===== config.mk =====
export PLATFORM = sky130hd
export DESIGN_NAME = game_tick_gen_flat
export DESIGN_NICKNAME = d
export VERILOG_FILES = /design/src/rtl/game_tick_gen_if.sv /design/src/rtl/game_tick_gen.sv /design/src/flat_wrapper.sv
export SDC_FILE = /design/constraint.sdc
export NUM_CORES = 1
export LEC_CHECK = 0
export ABC_CLOCK_PERIOD_IN_PS = 9000
export CAP_MARGIN = 15
export CORE_MARGIN = 1
export CORE_UTILIZATION = 60
export DETAILED_ROUTE_END_ITERATION = 7
export PLACE_DENSITY_LB_ADDON = 0.12
export SLEW_MARGIN = 10
export SYNTH_ARGS = -nofsm -noshare
export SYNTH_HDL_FRONTEND = slang
export SYNTH_SLANG_ARGS = --single-unit

===== constraint.sdc =====
create_clock -name clk -period 9 [get_ports clk]
set_clock_uncertainty 0.15 [all_clocks]
set_input_delay 2.7 -clock clk [delete_from_list [all_inputs] [get_ports clk]]
set_output_delay 2.7 -clock clk [all_outputs]
set_load 0.005 [all_outputs]

===== src/rtl/game_tick_gen_if.sv =====
// game_tick_gen_if: control inputs and strobe/status outputs of the game timebase.
interface game_tick_gen_if;
  logic       start;
  logic       pause;
  logic       stop;
  logic [1:0] speed;
  logic       tick;
  logic       half_tick;
  logic       blink;
  logic       running;
  logic [1:0] state;
  modport master (output start, pause, stop, speed, input tick, half_tick, blink, running, state);
  modport slave  (input start, pause, stop, speed, output tick, half_tick, blink, running, state);
endinterface


===== src/rtl/game_tick_gen.sv =====
// game_tick_gen: programmable timebase emitting tick/half_tick strobes with run/pause/stop control.
module game_tick_gen #(
  parameter int DIV_BASE = 50000000,
  parameter int CNT_W    = 26
) (
  input logic           clk,
  input logic           resetN,
  game_tick_gen_if.slave bus
);
  typedef enum logic [1:0] {IDLE = 2'b00, RUN = 2'b01, PAUSE = 2'b10} state_t;
  localparam logic [CNT_W-1:0] BASE = CNT_W'(DIV_BASE);
  state_t st, st_n;
  logic [CNT_W-1:0] cnt, cnt_n, period, period_n;
  logic tick, tick_n, half, half_n, blink, blink_n, running;
  logic wrap, mid;
  assign wrap = cnt == period - CNT_W'(1);
  assign mid  = cnt == (period >> 1) - CNT_W'(1);
  always_comb begin
    st_n     = st;
    cnt_n    = cnt;
    period_n = period;
    tick_n   = 1'b0;
    half_n   = 1'b0;
    blink_n  = blink;
    if (bus.stop) begin
      st_n    = IDLE;
      cnt_n   = '0;
      blink_n = 1'b0;
    end else if (st == IDLE) begin
      if (bus.start) begin
        st_n     = RUN;
        cnt_n    = '0;
        period_n = BASE >> bus.speed;
      end
    end else if (st == PAUSE) begin
      st_n = (bus.start || bus.pause) ? RUN : PAUSE;
    end else begin
      // speed is only resampled at the period wrap, so a mid-period change waits a period
      cnt_n    = wrap ? '0 : cnt + CNT_W'(1);
      period_n = wrap ? BASE >> bus.speed : period;
      tick_n   = wrap;
      half_n   = wrap || mid;
      blink_n  = blink ^ (wrap || mid);
      st_n     = bus.pause ? PAUSE : RUN;
    end
  end
  always_ff @(posedge clk or negedge resetN) begin
    if (!resetN) begin
      st      <= IDLE;
      cnt     <= '0;
      period  <= BASE;
      tick    <= 1'b0;
      half    <= 1'b0;
      blink   <= 1'b0;
      running <= 1'b0;
    end else begin
      st      <= st_n;
      cnt     <= cnt_n;
      period  <= period_n;
      tick    <= tick_n;
      half    <= half_n;
      blink   <= blink_n;
      running <= st_n == RUN;
    end
  end
  assign bus.tick      = tick;
  assign bus.half_tick = half;
  assign bus.blink     = blink;
  assign bus.running   = running;
  assign bus.state     = st;
endmodule


===== src/flat_wrapper.sv =====
// flat-port wrapper written by rule: the top's interface ports become plain ports
module game_tick_gen_flat 
#(
  parameter int DIV_BASE = 50000000,
  parameter int CNT_W    = 26
)
  (clk, resetN, bus_start, bus_pause, bus_stop, bus_speed, bus_tick, bus_half_tick, bus_blink, bus_running, bus_state);
  game_tick_gen_if bus_i ();
  input logic clk;
  input logic resetN;
  input wire logic [$bits(bus_i.start)-1:0] bus_start;
  input wire logic [$bits(bus_i.pause)-1:0] bus_pause;
  input wire logic [$bits(bus_i.stop)-1:0] bus_stop;
  input wire logic [$bits(bus_i.speed)-1:0] bus_speed;
  output wire logic [$bits(bus_i.tick)-1:0] bus_tick;
  output wire logic [$bits(bus_i.half_tick)-1:0] bus_half_tick;
  output wire logic [$bits(bus_i.blink)-1:0] bus_blink;
  output wire logic [$bits(bus_i.running)-1:0] bus_running;
  output wire logic [$bits(bus_i.state)-1:0] bus_state;
  assign bus_i.start = bus_start;
  assign bus_i.pause = bus_pause;
  assign bus_i.stop = bus_stop;
  assign bus_i.speed = bus_speed;
  assign bus_tick = bus_i.tick;
  assign bus_half_tick = bus_i.half_tick;
  assign bus_blink = bus_i.blink;
  assign bus_running = bus_i.running;
  assign bus_state = bus_i.state;
  game_tick_gen #(.DIV_BASE(DIV_BASE), .CNT_W(CNT_W)) u_core (.clk(clk), .resetN(resetN), .bus(bus_i));
endmodule

==> impl_results.md, run 1 <==
- Initial antenna violation count: 0
- Initial drt markers: 190
- Setup violators final: 0
- Slew @ Worst Pin: 1.10 ns
- Synth Register Bits: 43
- Reg clk slew, reported paths: 0.08 ns
- Avg Inst Size Synth: 8.67 um^2
- CTS H-tree depth: 2
- Ys flop type: dfrtp_1
- DRC Markers: 0
- Register share of total power: 43.8%
- WL per Instance: 18.5 um
- CP delay by family, top: buffers and inverters
- Synthesis-to-layout area growth: 6.36%
- Critical Path RT: 9.03 ns
- Clk sinks: 43
- Crit path cell chain: clkdlybuf4s50_1 > nor2_2 > buf_4 > nand2_1 > o311ai_0
- Synth top area share: 30.8%
- Sw power: 178 uW
- Sw frac: 32.5%
- Fmax: 214 MHz
- Placed insts: 407
- Ports: 13
- IO Port Bufs: 12
- Core area: 0.00485 mm^2
- Post-Syn Instances: 356
- Slowest cell on the critical path: clkdlybuf4s50_1
- Antenna diodes: 0
- Drt first pass iters: 5
- Vias: 2782
- Detailed Route WL: 7.69 mm
- Yosys warns: 0
- Most frequent cell after synthesis: dfrtp_1
- Largest net degree at the start of global routing: 44
- Post-route clock period utilization: 51.9%
- Initial Util: 63.7%
- Post-DRT Antenna Nets: 0
- Post-route minimum period: 4.67 ns
- Worst skew pair latency: 0.30 ns
- Maximum VDD drop: 0.0999 mV
- Die Wd: 73.7 um
- Die height: 73.7 um
- DP Area: 0.00317 mm^2
- Max-slew violation count: 0
- Clock share of power: 29.2%
- Final nets: 356
- Worst stage delay on the critical path: 0.78 ns
- Crit end category: flop
- RSZ-0062 raised after global routing: no
- CTS Root Cell: clkbuf_8
- Number of synthesized flops with an enable pin: 0
- Setup_tns: 0 ns
- Fin. Hold Viols: 0
- Buf+Inv Stages, Crit Path: 2
- Vias per std cell: 6.70
- CTS tree: built
- Sequential element share of the synthesized area: 35.1%
- Fill count: 392
- Crit start category: primary input
- Vias in the first global route: 2565
- Pwr/cell area: 166 mW/mm^2
- CTS Hold Buffers Added: 0
- First-pass GRT wire length: 12.6 mm
- Num CTS Buffers: 5
- Crit path kind: in -> reg
- Pre-CTS WS: 4.06 ns
- Worst hold path class: reg -> reg
- CP max FO: 39
- Syn_nets: 365
- Yosys top cell by area: dfrtp_1
- Total global routing overflow: 0
- Design Area, Final: 0.00328 mm^2
- Worst-case clock buffer depth: 2
- Die area: 0.00544 mm^2
- Max-slew headroom: 25.8%
- Rows: 25
- Final core occ: 67.7%
- GP Congestion: 0.872
- Synth area leaders: dfrtp_1, a31oi_1, dfstp_2
- Internal: 369 uW
- Layout cell share with drive strength beyond 1: 9.20%
- Comb pwr share: 26.9%
- Cell variety after synth: 55
- Status: finished clean
- Finished Layout Cells: 415
- Setup ws final: 4.33 ns
- Setup Buffers After CTS: 0
- Mapped cell area: 0.00309 mm^2
- Commonest cells post-synth: dfrtp_1, a31oi_1, nand2_1
- Crit path DAT: 4.70 ns
- Leak Pwr: 0.00128 uW
- Asr flop ratio synth: 100%
- Max Cap Viol: 0
- Detailed Place HPWL: 5.39 mm
- Post-CTS sizing: 0
- GRT Util Overall: 31.0%
sequential cells by signal (all words and copies together), names as in the netlist:
| register | count |
|---|---|
| u_core.bus.state | 2 |
| u_core.period | 11 |
| u_core.bus.half_tick | 1 |
| u_core.cnt | 26 |
| u_core.bus.blink | 1 |
| u_core.bus.running | 1 |
| u_core.bus.tick | 1 |
layout make-up:
class	instances	area (um^2)	area share [%]
inverter	14	52.6	1.60
sequential	43	1080	33.0
clock buffer	6	82.6	2.52
multi-input combinational	269	1820	55.3
tap	67	83.8	2.55
timing repair buffer	14	130	3.96
clock inverter	2	35.0	1.07
cells in the final DEF, fill, tap and decap left out, types with 4 or more instances in the layout:
master and count:
dfstp_2 5, nor3_1 14, clkbuf_8 6, dfrtp_1 38
o21ai_0 4, nand2b_1 4, xnor2_1 12, nor2_1 12
or3_1 10, a21oi_1 4, nand3b_1 4, nand3_1 23
nand4_1 14, inv_1 14, a31oi_1 35, nor2b_1 7
nor4_1 6, nand2_1 30, xor2_1 13, mux2i_1 8
mux2_4 5, clkdlybuf4s50_1 11, or4_1 8, and3_1 11
path summary, 6_finish.rpt:
| path | from | endpoint | slack [ns] | cells past startpoint |
|---|---|---|---|---|
| setup / recovery | bus_stop | u_core.cnt[21] | 4.33 | 5 |
| hold / removal | u_core.period[17] | u_core.period[17] | 0.36 | 2 |
| setup reg to reg | u_core.period[9] | u_core.period[18] | 4.87 | 8 |
| hold reg to reg | u_core.period[17] | u_core.period[17] | 0.36 | 2 |
| max in group asynchronous | resetN | u_core.cnt[13] | 5.72 | 1 |
| min in group asynchronous | resetN | u_core.period[16] | 2.39 | 1 |
through the flow:
| step | hold WS [ns] | power [uW] |
|---|---|---|
| after floorplan | 0.311 | 350 |
| after global placement | 0.350 | 383 |
| after detailed placement | 0.343 | 387 |
| after CTS | 0.363 | 545 |
| after global routing | 0.394 | 570 |
| final | 0.363 | 546 |
cells by family (layout without fill, tap and decap cells):
kind of cell,Yosys count,after routing,synth area share [%]
compound gates,69,69,15.8
xor+xnor,26,26,7.82
fa+ha+maj,2,2,0.811
buf+inv,44,36,6.16
flops,43,43,35.1
mux,15,15,5.76
simple gates,157,157,28.6
power by group through the flow:
stage | Sequential (uW) | Clock, uW | Combinational [uW]
CTS | 238 | 160 | 146
detailed placement | 242 | 0 | 144
global placement | 242 | 0 | 141
floorplan | 222 | 0 | 129
global route | 241 | 167 | 162
finish | 239 | 160 | 147
metal layers:
metal  part of all wire (%)  track usage, %
met1                     45            41.8
met2                     48            50.6
met3                    4.9            5.62
met4                    2.3            9.40
met5                      0               0
worst min-delay path, delay by kind of cell, from the launching register on:
family | cells | cell delay, ns
buffers and inverters | 1 | 0.05
flip-flops | 1 | 0.40
multiplexers | 1 | 0.06
Note: power is estimated with default switching activity, not from simulation.
==> inputs of run 2 (changes only) <==
- ABC_CLOCK_PERIOD_IN_PS: 9000 -> 3800
- CORE_UTILIZATION: 60 -> 55
- clock period: 9 -> 3.8 ns (I/O delays scaled with it)
==> impl_results.md, run 2 (same netlist as run 1, synthesis figures left out) <==
- Critical Path RT: 3.83 ns (was 9.03 ns)
- Synthesis-to-layout area growth: 9.81% (was 6.36%)
- Placed insts: 419 (was 407)
- Core area: 0.00527 mm^2 (was 0.00485 mm^2)
- Fmax: 291 MHz
- Slew @ Worst Pin: 0.976 ns (was 1.10 ns)
- Ports: 13 (unchanged)
- Fin. Hold Viols: 0 (unchanged)
- First-pass GRT wire length: 13.3 mm (was 12.6 mm)
- Initial Util: 58.6% (was 63.7%)
- Finished Layout Cells: 431 (was 415)
- Die Wd: 76.9 um (was 73.7 um)
- GRT Util Overall: 28.7% (was 31.0%)
- Max-slew violation count: 0 (unchanged)
- Setup_tns: 0 ns (unchanged)
- Max Cap Viol: 0 (unchanged)
- CTS H-tree depth: 2 (unchanged)
- Most frequent cells in the layout: dfrtp_1, a31oi_1, nand2_1 (unchanged)
- IO Port Bufs: 12 (unchanged)
- Status: finished clean (unchanged)
- Crit end category: flop (unchanged)
- Post-route clock period utilization: 90.5%
- WL per Instance: 18.2 um (was 18.5 um)
- Rows: 26 (was 25)
- Top reg by flops: u_core.cnt (unchanged)
- Initial drt markers: 346 (was 190)
- Maximum VDD drop: 0.221 mV (was 0.0999 mV)
- Die area: 0.00592 mm^2 (was 0.00544 mm^2)
- Reg clk slew, reported paths: 0.09 ns (was 0.08 ns)
- Worst skew pair latency: 0.30 ns (about the same)
- Total global routing overflow: 0 (unchanged)
- Layout cell share with drive strength beyond 1: 12.2% (was 9.20%)
- Post-CTS sizing: 0 (unchanged)
- Clk sinks: 43 (unchanged)
- Final nets: 370 (was 356)
- Largest net degree at the start of global routing: 44 (unchanged)
- Multi-input logic area: 0.00182 mm^2 (unchanged)
- Vias per std cell: 6.60 (was 6.70)
- Hold Slack: 0.352 ns (was 0.363 ns)
- Sw frac: 31.9% (was 32.5%)
- Post-route minimum period: 3.44 ns
- RSZ-0062 raised after global routing: no (unchanged)
- Initial antenna violation count: 0 (unchanged)
- CTS Root Cell: clkbuf_8 (unchanged)
- Sw power: 407 uW (was 178 uW)
- Register share of total power: 43.7% (was 43.8%)
- Crit path kind: reg -> reg (was in -> reg)
- Detailed Place HPWL: 5.64 mm (was 5.39 mm)
- Reg area: 0.00108 mm^2 (unchanged)
- Clock share of power: 27.6% (was 29.2%)
- Num CTS Buffers: 5 (unchanged)
- Comb pwr share: 28.7% (was 26.9%)
- Detailed Route WL: 7.86 mm (was 7.69 mm)
- Internal: 867 uW (was 369 uW)
- Leak Pwr: 0.00134 uW (was 0.00128 uW)
- Total power draw: 1270 uW (was 546 uW)
- Die height: 76.9 um (was 73.7 um)
- Crit path DAT: 3.47 ns (was 4.70 ns)
- Setup Buffers After CTS: 0 (unchanged)
- CP max FO: 9 (was 39)
- Vias: 2843 (was 2782)
- Max-slew headroom: 35.0% (was 25.8%)
- Worst-case clock buffer depth: 2 (unchanged)
- Vias in the first global route: 2677 (was 2565)
- Drt first pass iters: 5 (unchanged)
- Crit start category: flop (was primary input)
- DRC Markers: 0 (unchanged)
- Setup violators final: 0 (unchanged)
- Pwr/cell area: 376 mW/mm^2 (was 166 mW/mm^2)
- Most common cell after layout, fill and taps aside: dfrtp_1 (unchanged)
- GP Congestion: 0.942 (was 0.872)
- CTS Hold Buffers Added: 0 (unchanged)
- Post-DRT Antenna Nets: 0 (unchanged)
- Worst hold path class: reg -> reg (unchanged)
- Antenna diodes: 0 (unchanged)
- Max FFs per register: 26 (unchanged)
- CTS tree: built (unchanged)
- Fill count: 454 (was 392)
-- run 2: critical path, cell delays in order (launching register included) --
cell and delay [ns]:
dfrtp_1 0.44, inv_1 0.10, ha_1 0.27, nor4b_4 0.43, xnor2_1 0.17, a221o_1 0.39
or4_4 0.54, a211oi_4 0.29, buf_12 0.17, buf_4 0.11, mux2_4 0.28
-- run 2: power groups by stage --
stage | logic (uW) | registers, uW | clock network [uW]
6_report | 366 | 558 | 351
5_1_grt | 405 | 564 | 375
4_1_cts | 355 | 556 | 356
3_5_place_dp | 352 | 565 | 0
3_3_place_gp | 350 | 565 | 0
2_1_floorplan | 305 | 525 | 0
-- run 2: metrics by stage --
stage	area (um^2)	utilization, %	worst slack (ns)
finish	3390	64.3	0.360
CTS	3340	63.4	0.209
global placement	3240	61.4	0.364
floorplan	3090	-	0.508
global route	3390	64.3	0.155
detailed placement	3240	61.4	0.258
-- run 2: metal layers --
metal | wire length, um | global-route usage [%]
met1 | 3670 | 39.7
met2 | 3550 | 45.9
met3 | 506 | 4.52
met4 | 121 | 8.85
met5 | 0 | 0
-- run 2: worst paths after layout --
path / startpoint / to / slack [ns] / cells after the start
setup reg to reg: u_core.period[5] / u_core.period[24] / 0.36 / 10
setup / recovery: u_core.period[5] / u_core.period[24] / 0.36 / 10
min in group asynchronous: resetN / u_core.period[9] / 0.84 / 1
max in group asynchronous: resetN / u_core.cnt[2] / 2.05 / 1
hold reg to reg: u_core.period[22] / u_core.period[22] / 0.35 / 2
hold / removal: u_core.period[22] / u_core.period[22] / 0.35 / 2
-- run 2: layout make-up --
type	count	area share, %
clock buffer	6	2.14
clock inverter	1	0.886
inverter	14	1.55
multi-input combinational	269	53.6
sequential	43	31.9
tap	70	2.58
timing repair buffer	28	7.31
==> inputs of run 3 (changes only) <==
- CTS_CLUSTER_DIAMETER: not set -> 150
- GPL_ROUTABILITY_DRIVEN: not set -> 0
- SETUP_SLACK_MARGIN: not set -> 0.05
==> impl_results.md, run 3 (same netlist as run 1, synthesis figures left out) <==
- WL per Instance: 18.2 um (about the same)
- Post-route minimum period: 3.40 ns (was 3.44 ns)
- Fmax: 294 MHz (was 291 MHz)
- Crit end category: flop (unchanged)
- GRT Util Overall: 28.3% (was 28.7%)
- Pwr/cell area: 361 mW/mm^2 (was 376 mW/mm^2)
- CP max FO: 11 (was 9)
- Rows: 26 (unchanged)
- Max-slew headroom: 34.0% (was 35.0%)
- RSZ-0062 raised after global routing: no (unchanged)
- Post-DRT Antenna Nets: 0 (unchanged)
- Drt first pass iters: 5 (unchanged)
- Max FFs per register: 26 (unchanged)
- Layout cell share with drive strength beyond 1: 10.9% (was 12.2%)
- Crit path kind: reg -> reg (unchanged)
- Core area: 0.00527 mm^2 (unchanged)
- Detailed Route WL: 7.76 mm (was 7.86 mm)
- Initial drt markers: 227 (was 346)
- Largest net degree at the start of global routing: 44 (unchanged)
- Most common cell after layout, fill and taps aside: dfrtp_1 (unchanged)
- CTS Root Cell: clkbuf_8 (unchanged)
- Placed insts: 419 (unchanged)
- M1 GR Usage: 38.6% (was 39.7%)
- Initial Util: 58.6% (unchanged)
- Top reg by flops: u_core.cnt (unchanged)
- Worst skew pair latency: 0.30 ns (about the same)
- Critical Path RT: 3.84 ns (was 3.83 ns)
- Setup_tns: 0 ns (unchanged)
- Worst setup path start: u_core.period[5] (unchanged)
- Num CTS Buffers: 5 (unchanged)
- Total power draw: 1200 uW (was 1270 uW)
- Final nets: 365 (was 370)
- Vias: 2851 (was 2843)
- Total global routing overflow: 0 (unchanged)
- Die area: 0.00592 mm^2 (unchanged)
- Setup Buffers After CTS: 0 (unchanged)
- Vias per std cell: 6.68 (was 6.60)
- Synthesis-to-layout area growth: 7.50% (was 9.81%)
- Hold_sp: u_core.period[17] (was u_core.period[22])
- Setup violators final: 0 (unchanged)
- Most frequent cells in the layout: dfrtp_1, a31oi_1, nand2_1 (unchanged)
- Reg clk slew, reported paths: 0.08 ns (was 0.09 ns)
- Initial antenna violation count: 0 (unchanged)
- Maximum VDD drop: 0.216 mV (was 0.221 mV)
- Die height: 76.9 um (unchanged)
- Post-route clock period utilization: 89.5% (was 90.5%)
- Detailed Place HPWL: 5.62 mm (was 5.64 mm)
- Reg-to-Reg Start: u_core.period[5] (unchanged)
- Worst hold path class: reg -> reg (unchanged)
- IO Port Bufs: 12 (unchanged)
- First-pass GRT wire length: 13.2 mm (was 13.3 mm)
- CTS tree: built (unchanged)
- Antenna diodes: 0 (unchanged)
- Status: finished clean (unchanged)
- Met3 Usage GRT: 2.86% (was 4.52%)
- Clk sinks: 43 (unchanged)
- Fin. Hold Viols: 0 (unchanged)
- Slew @ Worst Pin: 0.990 ns (was 0.976 ns)
- CTS Hold Buffers Added: 0 (unchanged)
- Leak Pwr: 0.00130 uW (was 0.00134 uW)
- Worst-case clock buffer depth: 2 (unchanged)
- Vias in the first global route: 2704 (was 2677)
- Die Wd: 76.9 um (unchanged)
- Post-CTS sizing: 0 (unchanged)
- DRC Markers: 0 (unchanged)
- Ports: 13 (unchanged)
- CTS H-tree depth: 2 (unchanged)
- Hold Slack: 0.351 ns (was 0.352 ns)
- Finished Layout Cells: 427 (was 431)
- Met2 Usage GRT: 45.8% (was 45.9%)
- Crit path DAT: 3.44 ns (was 3.47 ns)
- Max-slew violation count: 0 (unchanged)
- Top Usage Layer GRT: met2 (unchanged)
- Max Cap Viol: 0 (unchanged)
- Crit start category: flop (unchanged)
==> run 3: cell types whose count changed in the layout (fill, tap and decap cells not counted) <==
cell / delta
clkbuf_1: +1
buf_4: -4
bufinv_16: -1
buf_12: -1
clkinv_2: +1
==> run 3: final cells by class <==
type,count,area (um^2)
clock buffers,7,76.3
clock inverters,1,5.00
fillers,477,1950
inverters,14,52.6
multi-input cells,269,1820
flip-flops and latches,43,1080
well taps,70,87.6
repair buffers,23,198
==> run 3: worst paths after layout <==
kind / to / cells past startpoint / slack [ns]
setup / recovery: u_core.period[18] / 9 / 0.40
hold / removal: u_core.period[17] / 2 / 0.35
setup reg to reg: u_core.period[18] / 9 / 0.40
hold reg to reg: u_core.period[17] / 2 / 0.35
max in group asynchronous: u_core.bus.state[0] / 1 / 2.03
min in group asynchronous: u_core.period[10] / 1 / 0.83
==> run 3: critical path, cell delays in order (launching register included) <==
cell and delay, ns:
dfrtp_1 0.43, inv_1 0.09, ha_1 0.27, nor4b_4 0.42, xnor2_1 0.18, a221o_1 0.38, or4_4 0.54, a211oi_4 0.20
buf_4 0.26, mux2_2 0.36
==> run 3: stage by stage <==
step,utilization (%),instance area (um^2),worst slack [ns]
3_5_place_dp,61.4,3240,0.430
3_3_place_gp,61.4,3240,0.550
5_1_grt,63.0,3320,0.212
6_report,63.0,3320,0.400
2_1_floorplan,-,3090,0.508
4_1_cts,63.0,3320,0.415
==> run 3: where the power goes <==
group | internal, uW | leakage, uW | switching (uW)
clock | 129 | 0.0000422 | 155
sequential | 496 | 0.000569 | 63.0
combinational | 171 | 0.000692 | 184
total | 796 | 0.00130 | 402
==> run 3: layer usage <==
| layer | vias to the layer above | wire length [um] |
|---|---|---|
| li1 | 1333 | - |
| met1 | 1374 | 3560 |
| met2 | 128 | 3590 |
| met3 | 16 | 444 |
| met4 | 0 | 167 |
| met5 | - | 0 |
